`config.mk`:
```
export PLATFORM = sky130hd
export DESIGN_NAME = demux_scan_ctrl
export DESIGN_NICKNAME = d
export VERILOG_FILES = /design/src/rtl/demux_scan_ctrl.sv
export SDC_FILE = /design/constraint.sdc
export NUM_CORES = 1
export LEC_CHECK = 0
export BUFFER_PORTS_ARGS = -buffer_cell sky130_fd_sc_hd__clkbuf_2
export CORE_ASPECT_RATIO = 0.6
export CORE_UTILIZATION = 58
export CTS_CLUSTER_SIZE = 30
export DETAILED_ROUTE_END_ITERATION = 8
export PLACE_DENSITY = 0.79
export SYNTH_ARGS = -nofsm -noshare
export SYNTH_HDL_FRONTEND = slang
export SYNTH_SLANG_ARGS = --single-unit
```
`constraint.sdc`:
```
create_clock -name clk -period 4.5 [get_ports clk]
set_clock_uncertainty 0.05 [all_clocks]
set_input_delay 0.675 -clock clk [delete_from_list [all_inputs] [get_ports clk]]
set_output_delay 0.675 -clock clk [all_outputs]
set_load 0.1 [all_outputs]
```
`src/rtl/demux_scan_ctrl.sv`:
```
// Sequencer for the 1-to-16 demux tree: latches a 16-bit word and walks the
// select across channels 0..15, holding each channel for DWELL cycles.
module demux_scan_ctrl #(
   parameter int unsigned DWELL = 1
) (
   input  logic        clk,
   input  logic        rst,
   input  logic [15:0] in_data,
   input  logic        in_valid,
   output logic        in_ready,
   input  logic        abort,
   output logic        a,
   output logic [3:0]  s,
   output logic        en,
   output logic        busy,
   output logic        done
);

   typedef enum logic [1:0] {
      IDLE = 2'd0,
      SCAN = 2'd1,
      DONE = 2'd2
   } state_t;

   localparam logic [7:0] DWELL_LAST = 8'(DWELL - 1);

   state_t      state, state_nxt;
   logic [15:0] word, word_nxt;
   logic [7:0]  cnt, cnt_nxt;
   logic [3:0]  s_nxt;
   logic [3:0]  s_inc;
   logic        a_nxt;
   logic        en_nxt;
   logic        done_nxt;
   logic        dwell_end;

   assign in_ready  = (state == IDLE);
   assign busy      = (state != IDLE);
   assign dwell_end = (cnt == DWELL_LAST);
   assign s_inc     = s + 4'd1;

   always_ff @(posedge clk or posedge rst) begin
      if (rst) begin
         state <= IDLE;
         word  <= '0;
         cnt   <= '0;
         s     <= '0;
         a     <= 1'b0;
         en    <= 1'b0;
         done  <= 1'b0;
      end else begin
         state <= state_nxt;
         word  <= word_nxt;
         cnt   <= cnt_nxt;
         s     <= s_nxt;
         a     <= a_nxt;
         en    <= en_nxt;
         done  <= done_nxt;
      end
   end

   // Outputs are registered: the next-cycle values are decided here together
   // with the next state, so a/s/en/done line up with the state they describe.
   always_comb begin
      state_nxt = state;
      word_nxt  = word;
      cnt_nxt   = cnt;
      s_nxt     = s;
      a_nxt     = a;
      en_nxt    = en;
      done_nxt  = 1'b0;

      unique case (state)
         IDLE: begin
            s_nxt  = '0;
            a_nxt  = 1'b0;
            en_nxt = 1'b0;
            if (in_valid) begin
               state_nxt = SCAN;
               word_nxt  = in_data;
               cnt_nxt   = '0;
               a_nxt     = in_data[0];
               en_nxt    = 1'b1;
            end
         end

         SCAN: begin
            if (abort) begin
               state_nxt = IDLE;
               cnt_nxt   = '0;
               s_nxt     = '0;
               a_nxt     = 1'b0;
               en_nxt    = 1'b0;
            end else if (dwell_end) begin
               cnt_nxt = '0;
               if (s == 4'd15) begin
                  state_nxt = DONE;
                  s_nxt     = '0;
                  a_nxt     = 1'b0;
                  en_nxt    = 1'b0;
                  done_nxt  = 1'b1;
               end else begin
                  s_nxt = s_inc;
                  a_nxt = word[s_inc];
               end
            end else begin
               cnt_nxt = cnt + 8'd1;
            end
         end

         DONE: begin
            state_nxt = IDLE;
            s_nxt     = '0;
            a_nxt     = 1'b0;
            en_nxt    = 1'b0;
         end

         default: begin
            state_nxt = IDLE;
            s_nxt     = '0;
            a_nxt     = 1'b0;
            en_nxt    = 1'b0;
         end
      endcase
   end

endmodule

```
* Yosys cells after proc, flatten, opt, wreduce, memory -nomap -nowiden *
Cells that the tools add are included.

cells by class
  add/sub/neg operators = 2
  $mul = 0
  div/mod/pow operators = 0
  magnitude comparators = 1
  eq/ne operators = 5
  shift-type cells = 0
  muxes and demuxes = 29
  bitwise gates (word level) = 0
  reductions and logical operators = 8

operators by type and width
  operator                                             count
  2-to-1 mux 8 bit                                     3
  2-to-1 mux 4 bit                                     4
  one-hot mux 8 bit (2 select lines)                   1
  2-to-1 mux 1 bit                                     13
  adder 8 x 1 -> 8 bit (second input constant)         1
  logical NOT 8 bit                                    1
  2-to-1 mux 2 bit                                     4
  != test 3 bit (second input constant)                2
  AND reduction 2 bit                                  3
  < comparator 4 x 5 -> 1 bit (second input constant)  1
  adder 4 x 1 -> 4 bit (second input constant)         1
  binary-select mux 1 bit (select 4 bit)               1
  == test 4 bit (second input constant)                1
  one-hot mux 1 bit (2 select lines)                   2
  one-hot mux 2 bit (2 select lines)                   1
  nonzero test 2 bit                                   2
  AND reduction 3 bit                                  1
  == test 2 x 1 -> 1 bit (second input constant)       1
  logical NOT 2 bit                                    1
  != test 2 bit (second input constant)                1

storage, ports and cells
  register bits after elaboration = 33
  latch bits = 0
  memory bits (writable) = 0
  ROM bits = 0
  bits of input ports = 20
  output and inout bits = 9
  logic and storage cells = 52
  memories kept = 0

* Longest topological paths before layout *
Gate-level depths: netlist of run 1.

  depth in word-level cells = 7
  gate-level depth with buffers = 6

* Worst setup path after synthesis of run 1 *
Ideal clock, no wire load.

  kind = reg-to-output
  start point = reg state[0]
  end point = out busy
  arrival = 2,633 ps
  required time = 3,775 ps
  path slack = 1,142 ps
  stages on the path, launching flop included = 3
  path buffers = 0
  path through = dfrtp_1 > nor2_1 > inv_1

on the way
  word-level cells in the longest chain between the ends = 1

RTL lines
  element                 RTL line  RTL
  from (decl)             27        state_t state, state_nxt;
  from (signal assigned)  52        state <= state_nxt;
  nonzero test 2 bit      38        assign busy = (state != IDLE);
  to (decl)               15        output logic busy,

No other way between the ends.

* Worst setup path in the final report of run 1 *
  start point = reg s[0]
  end point = reg a

on the way
  word-level cells in the longest chain between the ends = 7
  elaborated cells on any way between the ends = 8
  classes of those cells = add/sub (1); eq/ne (1); mux (6)

RTL lines
  element                                 RTL line  RTL
  from (decl)                             13        output logic [3:0] s,
  from (signal assigned)                  55        s <= s_nxt;
  adder 4 x 1 -> 4 bit                    40        assign s_inc = s + 4'd1;
  binary-select mux 1 bit (select 4 bit)  104       a_nxt = word[s_inc];
  2-to-1 mux 1 bit (not written as such)  104
  2-to-1 mux 1 bit (*)                    96        if (s == 4'd15) begin
  2-to-1 mux 1 bit (*)                    94        end else if (dwell_end) begin
  2-to-1 mux 1 bit (*)                    88        if (abort) begin
  one-hot mux 1 bit (2 select lines) (*)  73        unique case (state)
  to (signal assigned)                    56        a <= a_nxt;
  to (decl)                               12        output logic a,

Every way passes the cells marked *; elsewhere a longest branch is shown, timed or not. The select of a mux whose other input is x is not followed.
A chain may end at the register's enable or synchronous reset.

==> metrics, run 1 <==
largest net degree at the start of global routing=34; drt drc=0; DP HPWL=approximately 2300 µm; max_slew headroom=0.472; worst-path fanout max=8; Core Footprint=2520 µm²; WS Path Type=flip-flop to flip-flop; Yosys warnings=0; GP Congestion=0.812; Ant. Diodes=0; Syn Nets=145; Fin Setup TNS=0 ns; GRT Resource Usage Total=0.249; hold crit path type=input pin to asynchronous set/reset pin; required time of the critical path=4.63 ns; crit path launch type=flip-flop; I/O pin count=29; WL/cell=around 16 µm; period utilisation layout=0.479; Remaining Overflow, GRT=0; PostCTS Resize Cnt=0; Die X=68.9 µm; synth-to-layout area growth=15.6%; Worst Setup End Kind=flip-flop; row count=14; drt total wl=3050 µm; syn_area_per_cell=12.8 µm²; Initial DRT Pass Iterations=4; CP arrival=2.29 ns; Synth Cell Area=1560 µm²; IO Port Bufs=28; Clock transition at path regs=around 0.06 ns; Die Height=42.1 µm; Synth Register Bits=33; sequential share of the synthesized area=0.530; max cap viols=0; RSZ-0062 raised after global routing=false; Final Hold Viols=0; initial antenna violation count=0; global-route wire length before repair=4840 µm; worst vdd ir=259 µV; Max Clk Rate=0.464 GHz; Period minus WS final=2.16 ns; post-CTS setup buffer count=0; Max Slew Vio Count=0; CTS Buffer Depth=2; Root Driver=clkbuf_8; cts hold-fix bufs=0; Initial DRC Count=87; CTS tree=yes; CTS Buf Count=5; vias per cell=approximately 5.7; Layout fillers=200; pwr dens=422 nW/µm²; fin area=between 1500 and 2000 µm²; share of post-route cells with drive strength above 1=0.348; Post-Syn Instances=between 100 and 150; Final #Nets=177; Leak Pwr=0.840 nW; status=finished, final reports clean; Finish-stage setup viols=0; die area=slightly below 3000 µm²; Placed Area=about 1700 µm²; Netlist cell types=29; CTS H-tree depth=2; DR vias=1,066; antenna violation net count after detailed routing=0; Worst-Skew Late Latency=around 0.28 ns; vias in the first global route=1,024; clock sink count=33; starting density of the core=0.618; fin util=0.714; Worst-Margin Slew=0.792 ns
[per-layer routing]
metal	part of all wire	track usage	vias to the layer above
li1	-	-	494
met1	0.45	0.344	517
met2	0.46	0.353	47
met3	0.073	0.0897	8
met4	0.016	0.110	0
met5	0	0	-
[worst max-delay path, stage by stage, from the launching register on]
cell	delay (ns)
dfrtp_1	0.51
ha_1	0.46
mux4_1	0.34
mux4_2	0.47
a31o_1	0.21
[cell type report]
type / instances / area [µm²] / share of cell area
multi-input cells: 80 / 688 / 0.382
inverters: 5 / 18.8 / 0.0104
flip-flops and latches: 33 / 826 / 0.459
repair buffers: 29 / 148 / 0.0820
well taps: 32 / 40.0 / 0.0222
clock buffers: 8 / 80.1 / 0.0445
[stage by stage]
| stage | instances | hold slack (ns) | total power, mW | setup slack (ns) |
|---|---|---|---|---|
| after floorplan | 122 | 0.422 | 0.515 | 1.14 |
| after global placement | 179 | 0.432 | 0.545 | 2.37 |
| after detailed placement | 179 | 0.451 | 0.558 | 2.36 |
| after CTS | 187 | 0.425 | 0.768 | 2.35 |
| after global routing | 187 | 0.456 | 0.800 | 2.24 |
| final | 187 | 0.411 | 0.760 | 2.34 |
[Yosys cell counts, drive strengths merged]
cell	n	share of area
mux2	16	0.12
o21ba	1	0.0064
buf	3	0.014
mux4	5	0.082
nor4b	1	0.0056
o21bai	1	0.0048
or3	1	0.0040
clkbuf	1	0.0024
dfrtp	33	0.53
and3	1	0.0040
or3b	1	0.0056
inv	5	0.012
ha	3	0.024
nor2	11	0.027
and2	1	0.0040
xnor2	4	0.022
nand4	3	0.012
a31o	1	0.0056
a21oi	1	0.0056
o21ai	3	0.0096
nand3	4	0.013
nor3	5	0.016
nor2b	2	0.0080
xor2	6	0.034
nand2b	1	0.0040
nand2	5	0.012
a22o	3	0.017
[cell families (layout without fill, tap and decap cells)]
| kind of cell | after synthesis | count (layout) | share of synthesized area |
|---|---|---|---|
| AND/OR/NAND/NOR | 36 | 36 | 0.115 |
| flip-flops | 33 | 33 | 0.530 |
| multiplexers | 21 | 21 | 0.198 |
| AO/OA/AOI/OAI | 10 | 10 | 0.0490 |
| XOR/XNOR | 10 | 10 | 0.0562 |
| buffers and inverters | 9 | 42 | 0.0281 |
| adder cells (fa/ha/maj) | 3 | 3 | 0.0241 |
[flip-flops by register name, indices dropped and copies added, names as in the netlist]
| signal | count |
|---|---|
| s | 4 |
| done | 1 |
| a | 1 |
| word | 16 |
| en | 1 |
| cnt | 8 |
| state | 2 |
[report_power, final]
part,leakage [nW],switching [mW],internal [mW]
sequential,0.419,0.0281,0.340
clock,0.0395,0.0989,0.110
combinational,0.381,0.108,0.0757
[placed cells by master (no fill, tap or decap), types with 2 or more instances in the layout]
master / instances
xnor2_1: 4
xor2_1: 6
nor3_1: 5
mux2_2: 16
nand3_1: 4
clkbuf_1: 3
nand2_1: 5
ha_1: 3
nor2_1: 11
nor2b_1: 2
nand4_1: 3
inv_1: 5
clkbuf_8: 5
mux4_1: 4
clkbuf_2: 28
o21ai_0: 3
a22o_1: 3
dfrtp_1: 33
[final timing paths]
kind / start / end / slack, ns / cells after the start
worst max register to register: s[0] / a / 2.34 / 4
worst min register to register: word[5] / word[5] / 0.46 / 1
max in group asynchronous: rst / cnt[1] / 3.69 / 3
min in group clk: word[5] / word[5] / 0.46 / 1
worst min-delay path: rst / cnt[6] / 0.41 / 3
worst max-delay path: s[0] / a / 2.34 / 4
No activity file was read; power rests on OpenSTA's default activity.
==> run 2, diff against run 1 <==
--- a/config.mk
+++ b/config.mk
@@ -5,12 +5,13 @@
 export SDC_FILE = /design/constraint.sdc
 export NUM_CORES = 1
 export LEC_CHECK = 0
+export ABC_AREA = 1
 export BUFFER_PORTS_ARGS = -buffer_cell sky130_fd_sc_hd__clkbuf_2
 export CORE_ASPECT_RATIO = 0.6
-export CORE_UTILIZATION = 58
+export CORE_UTILIZATION = 49
 export CTS_CLUSTER_SIZE = 30
 export DETAILED_ROUTE_END_ITERATION = 8
-export PLACE_DENSITY = 0.79
+export PLACE_DENSITY = 0.7
 export SYNTH_ARGS = -nofsm -noshare
 export SYNTH_HDL_FRONTEND = slang
 export SYNTH_SLANG_ARGS = --single-unit
==> constraint.sdc (replaced) <==
create_clock -name clk -period 1.73 [get_ports clk]
set_clock_uncertainty 0.05 [all_clocks]
set_input_delay 0.2595 -clock clk [delete_from_list [all_inputs] [get_ports clk]]
set_output_delay 0.2595 -clock clk [all_outputs]
set_load 0.1 [all_outputs]
==> metrics, run 2 <==
status=finished with violations (was finished, final reports clean); failing checks=negative hold slack; worst path bufs/invs=1 (was 0); Root Driver=clkbuf_8 (unchanged); area of the multi-input gates=724 µm² (was 688 µm²); sequential share of the synthesized area=0.495 (was 0.530); final total power=2.50 mW (was 0.760 mW); Fin Setup TNS=0 ns (unchanged); Syn Nets=228 (was 145); Max Clk Rate=0.622 GHz (was 0.464 GHz); synth-to-layout area growth=19.9% (was 15.6%); period utilisation layout=0.930 (was 0.479); synth top area cells=dfrtp_1, nand2_1, inv_1 (was dfrtp_1, mux2_2, mux4_1); share of post-route cells with drive strength above 1=0.228 (was 0.348); worst slack, placed=0.111 ns (was 2.36 ns); Initial DRT Pass Iterations=4 (unchanged); hold crit path type=input pin to asynchronous set/reset pin (unchanged); Biggest register=word (unchanged); max_slew headroom=0.641 (was 0.472); I/O pin count=29 (unchanged); Placed Area=1910 µm² (was 1720 µm²); top-area cell type share of the netlist area=0.495 (was 0.530); Worst path slowest cell=dfrtp_4 (was dfrtp_1); pwr dens=1250 nW/µm² (was 422 nW/µm²); Commonest cells post-synth=nand2_1, dfrtp_1, inv_1 (was dfrtp_1, mux2_2, nor2_1); row count=15 (was 14); Leak Pwr=1.04 nW (was 0.840 nW); count leader, synth=nand2_1 (was dfrtp_1); post-route insts no fill=283 (was 187); DR vias=1,380 (was 1,066); Most used DFF post-synth=dfrtp_1 (unchanged); drt total wl=3560 µm (was 3050 µm); Worst-Skew Late Latency=0.28 ns (about the same); RSZ-0062 raised after global routing=false (unchanged); Post-Syn Instances=205 (was 122); vias per cell=4.88 (was 5.70); Clock transition at path regs=0.07 ns (was 0.06 ns); Initial DRC Count=122 (was 87); CTS Buf Count=5 (unchanged); CP arrival=1.74 ns (was 2.29 ns); WL/cell=12.6 µm (was 16.3 µm); GRT Resource Usage Total=0.223 (was 0.249); worst hold margin=-0.00826 ns (was 0.411 ns); max cap viols=0 (unchanged); Synth Cell Area=1670 µm² (was 1560 µm²); ys async rst share=1.00 (unchanged); global-route wire length before repair=5930 µm (was 4840 µm); post-synth top area cell=dfrtp_1 (unchanged); CTS H-tree depth=2 (unchanged); Post-synth EDFFs=0 (unchanged); Final Hold Viols=21 (was 0); Max Slew Vio Count=0 (unchanged); WS Path Type=flip-flop to flip-flop (unchanged); worst-path cell chain=ha_2 > inv_1 > nand3_1 > nand3_1 > nand3_1 > nand2_1 > nand2_1 > nand2_1 > nand2_1 > nand2_1 (was ha_1 > mux4_1 > mux4_2 > a31o_1); Core Footprint=3040 µm² (was 2520 µm²); GP Congestion=0.912 (was 0.812); dpl cells=275 (was 179); commonest non-fill, non-tap cell in the layout=nand2_1 (was dfrtp_1); max FFs per register=16 (unchanged); Reg area=833 µm² (was 826 µm²); worst-path fanout max=7 (was 8); Die X=77.3 µm (was 68.9 µm); Worst Setup End Kind=flip-flop (unchanged); Layout fillers=263 (was 200); drt drc=0 (unchanged); Worst-Margin Slew=0.541 ns (was 0.792 ns); most frequent cells in the layout=nand2_1, inv_1, dfrtp_1 (was dfrtp_1, clkbuf_2, mux2_2); clock sink count=33 (unchanged); Finish-stage setup viols=0 (unchanged); cts hold-fix bufs=0 (unchanged); worst vdd ir=897 µV (was 259 µV); Remaining Overflow, GRT=0 (unchanged); Ant. Diodes=0 (unchanged); CTS Buffer Depth=2 (unchanged); vias in the first global route=1,298 (was 1,024); initial antenna violation count=0 (unchanged); DP HPWL=2700 µm (was 2280 µm); antenna violation net count after detailed routing=0 (unchanged); Synth Register Bits=33 (unchanged); largest net degree at the start of global routing=34 (unchanged); Final #Nets=263 (was 177); CTS tree=yes (unchanged); Netlist cell types=23 (was 29); starting density of the core=0.549 (was 0.618); most frequent CP cell=nand2_1; crit path launch type=flip-flop (unchanged); syn_area_per_cell=8.14 µm² (was 12.8 µm²); delay-heaviest family, CP=simple AND/OR/NAND/NOR gates (was multiplexers); PnR worst setup slack=0.121 ns (was 2.34 ns); Period minus WS final=1.61 ns (was 2.16 ns); biggest registers after layout=word: 16 flops, cnt: 8 flops, s: 4 flops (unchanged); die area=3650 µm² (was 2900 µm²); fin area=2000 µm² (was 1800 µm²); required time of the critical path=1.86 ns (was 4.63 ns); Die Height=47.2 µm (was 42.1 µm); IO Port Bufs=28 (unchanged); Max stage delay on crit path=0.47 ns (was 0.51 ns); Yosys warnings=0 (unchanged)
run 2: path summary, 6_finish.rpt:
| path | start | to | slack [ns] | depth (start not counted) |
|---|---|---|---|---|
| setup / recovery | s[0] | a | 0.12 | 10 |
| hold / removal | rst | done | -0.008 | 3 |
| setup reg to reg | s[0] | a | 0.12 | 10 |
| hold reg to reg | a | a | 0.45 | 2 |
| max in group asynchronous | rst | s[0] | 1.31 | 3 |
| min in group clk | in_data[5] | word[5] | 0.13 | 3 |
run 2: where the power goes:
part	internal, mW	total, mW	leakage, nW	switching, mW
sequential	0.897	0.948	0.422	0.0509
combinational	0.265	0.964	0.569	0.699
clock	0.324	0.589	0.0455	0.265
total	1.49	2.50	1.04	1.01
run 2: layout make-up:
| cell class | count | share of cell area |
|---|---|---|
| sequential | 33 | 0.417 |
| inverter | 33 | 0.0620 |
| timing repair buffer | 32 | 0.0876 |
| multi-input combinational | 135 | 0.362 |
| clock buffer | 8 | 0.0451 |
| tap | 42 | 0.0263 |
run 2: tightest hold or removal path: cells and delay by family:
family | cells | cell delay (ns)
buffers and inverters | 3 | 0.48
run 2: kinds of logic after synthesis:
group / synth area share
xor gates and xnor gates: 0.0315
AOI/OAI and AO/OA: 0.0795
and+or+nand+nor: 0.286
adders and majority gates: 0.0225
buffers and inverters: 0.0855
DFF: 0.495
run 2: per-stage QoR:
| step | util | hold WS, ns |
|---|---|---|
| after floorplan | - | 0.319 |
| after global placement | 0.627 | 0.293 |
| after detailed placement | 0.627 | 0.300 |
| after CTS | 0.657 | 0.00304 |
| after global routing | 0.658 | 0.0372 |
| final | 0.658 | -0.00826 |
run 2: routing by layer:
metal  vias to the layer above  part of all wire  global-route usage  wire, µm
li1                        712                 -                   -         -
met1                       617              0.54               0.316      1940
met2                        43              0.39               0.326      1370
met3                         8             0.058              0.0777       206
met4                         0             0.012              0.0679        43
met5                         -                 0                   0         0
run 2: timing repair:
item | 4_1_cts | 5_1_grt
buffers inserted | 0 | 0
setup endpoints to repair | 0 | 1
gates resized for setup | 0 | 1
==> run 3, diff against run 2 <==
--- a/config.mk
+++ b/config.mk
@@ -7,7 +7,6 @@
 export LEC_CHECK = 0
 export ABC_AREA = 1
 export BUFFER_PORTS_ARGS = -buffer_cell sky130_fd_sc_hd__clkbuf_2
-export CORE_ASPECT_RATIO = 0.6
 export CORE_UTILIZATION = 49
 export CTS_CLUSTER_SIZE = 30
 export DETAILED_ROUTE_END_ITERATION = 8
==> metrics, run 3 (synthesized netlist as in run 2, its figures left out) <==
synth-to-layout area growth=18.3% (was 19.9%); Clk pwr share=0.190 (was 0.236); met3 Use GR=0.0640 (was 0.0777); drt total wl=3140 µm (was 3560 µm); Logic pwr share=0.404 (was 0.385); GRT busiest layer=met2 (unchanged); fin area=1970 µm² (was 2000 µm²); CTS tree=yes (unchanged); I/O pin count=29 (unchanged); worst path bufs/invs=2 (was 1); Final Hold Viols=0 (was 21); vias in the first global route=1,380 (was 1,298); GP Congestion=0.804 (was 0.912); die area=3640 µm² (was 3650 µm²); WL/cell=11.0 µm (was 12.6 µm); CTS Buffer Depth=2 (unchanged); worst vdd ir=574 µV (was 897 µV); Root Driver=clkbuf_4 (was clkbuf_8); vias per cell=4.91 (was 4.88); IO Port Bufs=28 (unchanged); Initial DRC Count=68 (was 122); PnR worst setup slack=0.105 ns (was 0.121 ns); worst hold margin=0.0770 ns (was -0.00826 ns); row count=20 (was 15); pwr dens=1180 nW/µm² (was 1250 nW/µm²); Layout fillers=319 (was 263); Worst Setup End Kind=primary output (was flip-flop); switching share of power=0.417 (was 0.406); worst-path fanout max=3 (was 7); RSZ-0062 raised after global routing=false (unchanged); Ant. Diodes=0 (unchanged); max FFs per register=16 (unchanged); period utilisation layout=0.939 (was 0.930); worst-path cell chain=nor2_4 > inv_1 > clkbuf_2 (was ha_2 > inv_1 > nand3_1 > nand3_1 > nand3_1 > nand2_1 > nand2_1 > nand2_1 > nand2_1 > nand2_1); crit path launch type=flip-flop (unchanged); max_slew headroom=0.640 (was 0.641); DP HPWL=2390 µm (was 2700 µm); share of post-route cells with drive strength above 1=0.224 (was 0.228); met1 GRT Util=0.245 (was 0.316); clock sink count=33 (unchanged); post-CTS setup buffer count=0 (unchanged); global-route wire length before repair=5560 µm (was 5930 µm); antenna violation net count after detailed routing=0 (unchanged); delay-heaviest family, CP=flip-flops (was simple AND/OR/NAND/NOR gates); largest net degree at the start of global routing=34 (unchanged); status=finished, final reports clean (was finished with violations); Max stage delay on crit path=0.41 ns (was 0.47 ns); Worst path slowest cell=dfrtp_1 (was dfrtp_4); Core Footprint=3150 µm² (was 3040 µm²); Biggest register=word (unchanged); DR vias=1,400 (was 1,380); Max Clk Rate=0.616 GHz (was 0.622 GHz); Die Height=60.3 µm (was 47.2 µm); Clock transition at path regs=0.10 ns (was 0.07 ns); Remaining Overflow, GRT=0 (unchanged); hold crit path type=input pin to flip-flop (was input pin to asynchronous set/reset pin); CTS H-tree depth=2 (unchanged); CTS Buf Count=5 (unchanged); Finish-stage setup viols=0 (unchanged); Fin Setup TNS=0 ns (unchanged); share of power burned in registers=0.406 (was 0.379); worst slack, placed=0.118 ns (was 0.111 ns); starting density of the core=0.529 (was 0.549); Worst-Skew Late Latency=0.33 ns (was 0.28 ns); Initial DRT Pass Iterations=4 (unchanged); net switching power=0.971 mW (was 1.01 mW); CP arrival=1.32 ns (was 1.74 ns); Leak Pwr=1.02 nW (was 1.04 nW); required time of the critical path=1.42 ns (was 1.86 ns); Die X=60.3 µm (was 77.3 µm); WS Path Type=flip-flop to primary output (was flip-flop to flip-flop); GRT Resource Usage Total=0.209 (was 0.223); max cap viols=0 (unchanged); Worst-Margin Slew=0.543 ns (was 0.541 ns); initial antenna violation count=0 (unchanged); Int Pwr=1.36 mW (was 1.49 mW); Final #Nets=263 (unchanged); commonest non-fill, non-tap cell in the layout=nand2_1 (unchanged); most frequent cells in the layout=nand2_1, inv_1, dfrtp_1 (unchanged); Placed Area=1900 µm² (was 1910 µm²); Period minus WS final=1.62 ns (was 1.61 ns); biggest registers after layout=word: 16 flops, cnt: 8 flops, s: 4 flops (unchanged); drt drc=0 (unchanged); Max Slew Vio Count=0 (unchanged); met2 usage=0.367 (was 0.326)
## run 3: cell types whose count changed in the layout (fill, tap and decap cells not counted), sizes merged
cell and delta:
dlygate4sd3 +1, buf -1
## run 3: through the flow
stage	utilization	std cells	total power [mW]
2_1_floorplan	-	205	1.70
3_3_place_gp	0.603	276	1.89
3_5_place_dp	0.603	276	1.90
4_1_cts	0.625	285	2.34
5_1_grt	0.626	285	2.49
6_report	0.626	285	2.33
## run 3: path summary, 6_finish.rpt
check                           start  endpoint  slack [ns]  depth (start not counted)
min in group asynchronous         rst    cnt[4]        0.48                          4
min reg2reg                         a         a        0.44                          2
max                          state[0]      busy        0.11                          3
min                        in_data[5]   word[5]        0.08                          3
max in group asynchronous         rst      s[0]        0.82                          4
max reg2reg                      s[0]         a        0.15                         10
## run 3: what timing repair did
action,in CTS,in global routing
hold endpoints to repair,33,0
hold buffers,1,0
setup endpoints to repair,0,1
resized for setup,0,1
## run 3: area by class of cell
type	instances	area [µm²]	share of cell area
repair buffers	32	178	0.0900
well taps	44	55.1	0.0279
multi-input cells	135	724	0.367
inverters	33	124	0.0628
clock buffers	8	58.8	0.0298
flip-flops and latches	33	833	0.422
## run 3: power groups by stage
stage | combinational [mW] | clock [mW] | sequential, mW
5_1_grt | 1.04 | 0.493 | 0.958
3_5_place_dp | 0.939 | 0 | 0.958
4_1_cts | 0.944 | 0.456 | 0.943
3_3_place_gp | 0.932 | 0 | 0.954
6_report | 0.941 | 0.443 | 0.945
2_1_floorplan | 0.539 | 0 | 1.16
## run 3: worst min-delay path, stage by stage
cell	delay, ns
clkbuf_2	0.07
nand2_1	0.05
nand2_1	0.04
## run 3: per-layer routing
layer	share of wire	up-vias
met5	0	-
met4	0.0076	0
met3	0.042	2
met2	0.49	27
met1	0.46	658
li1	-	713
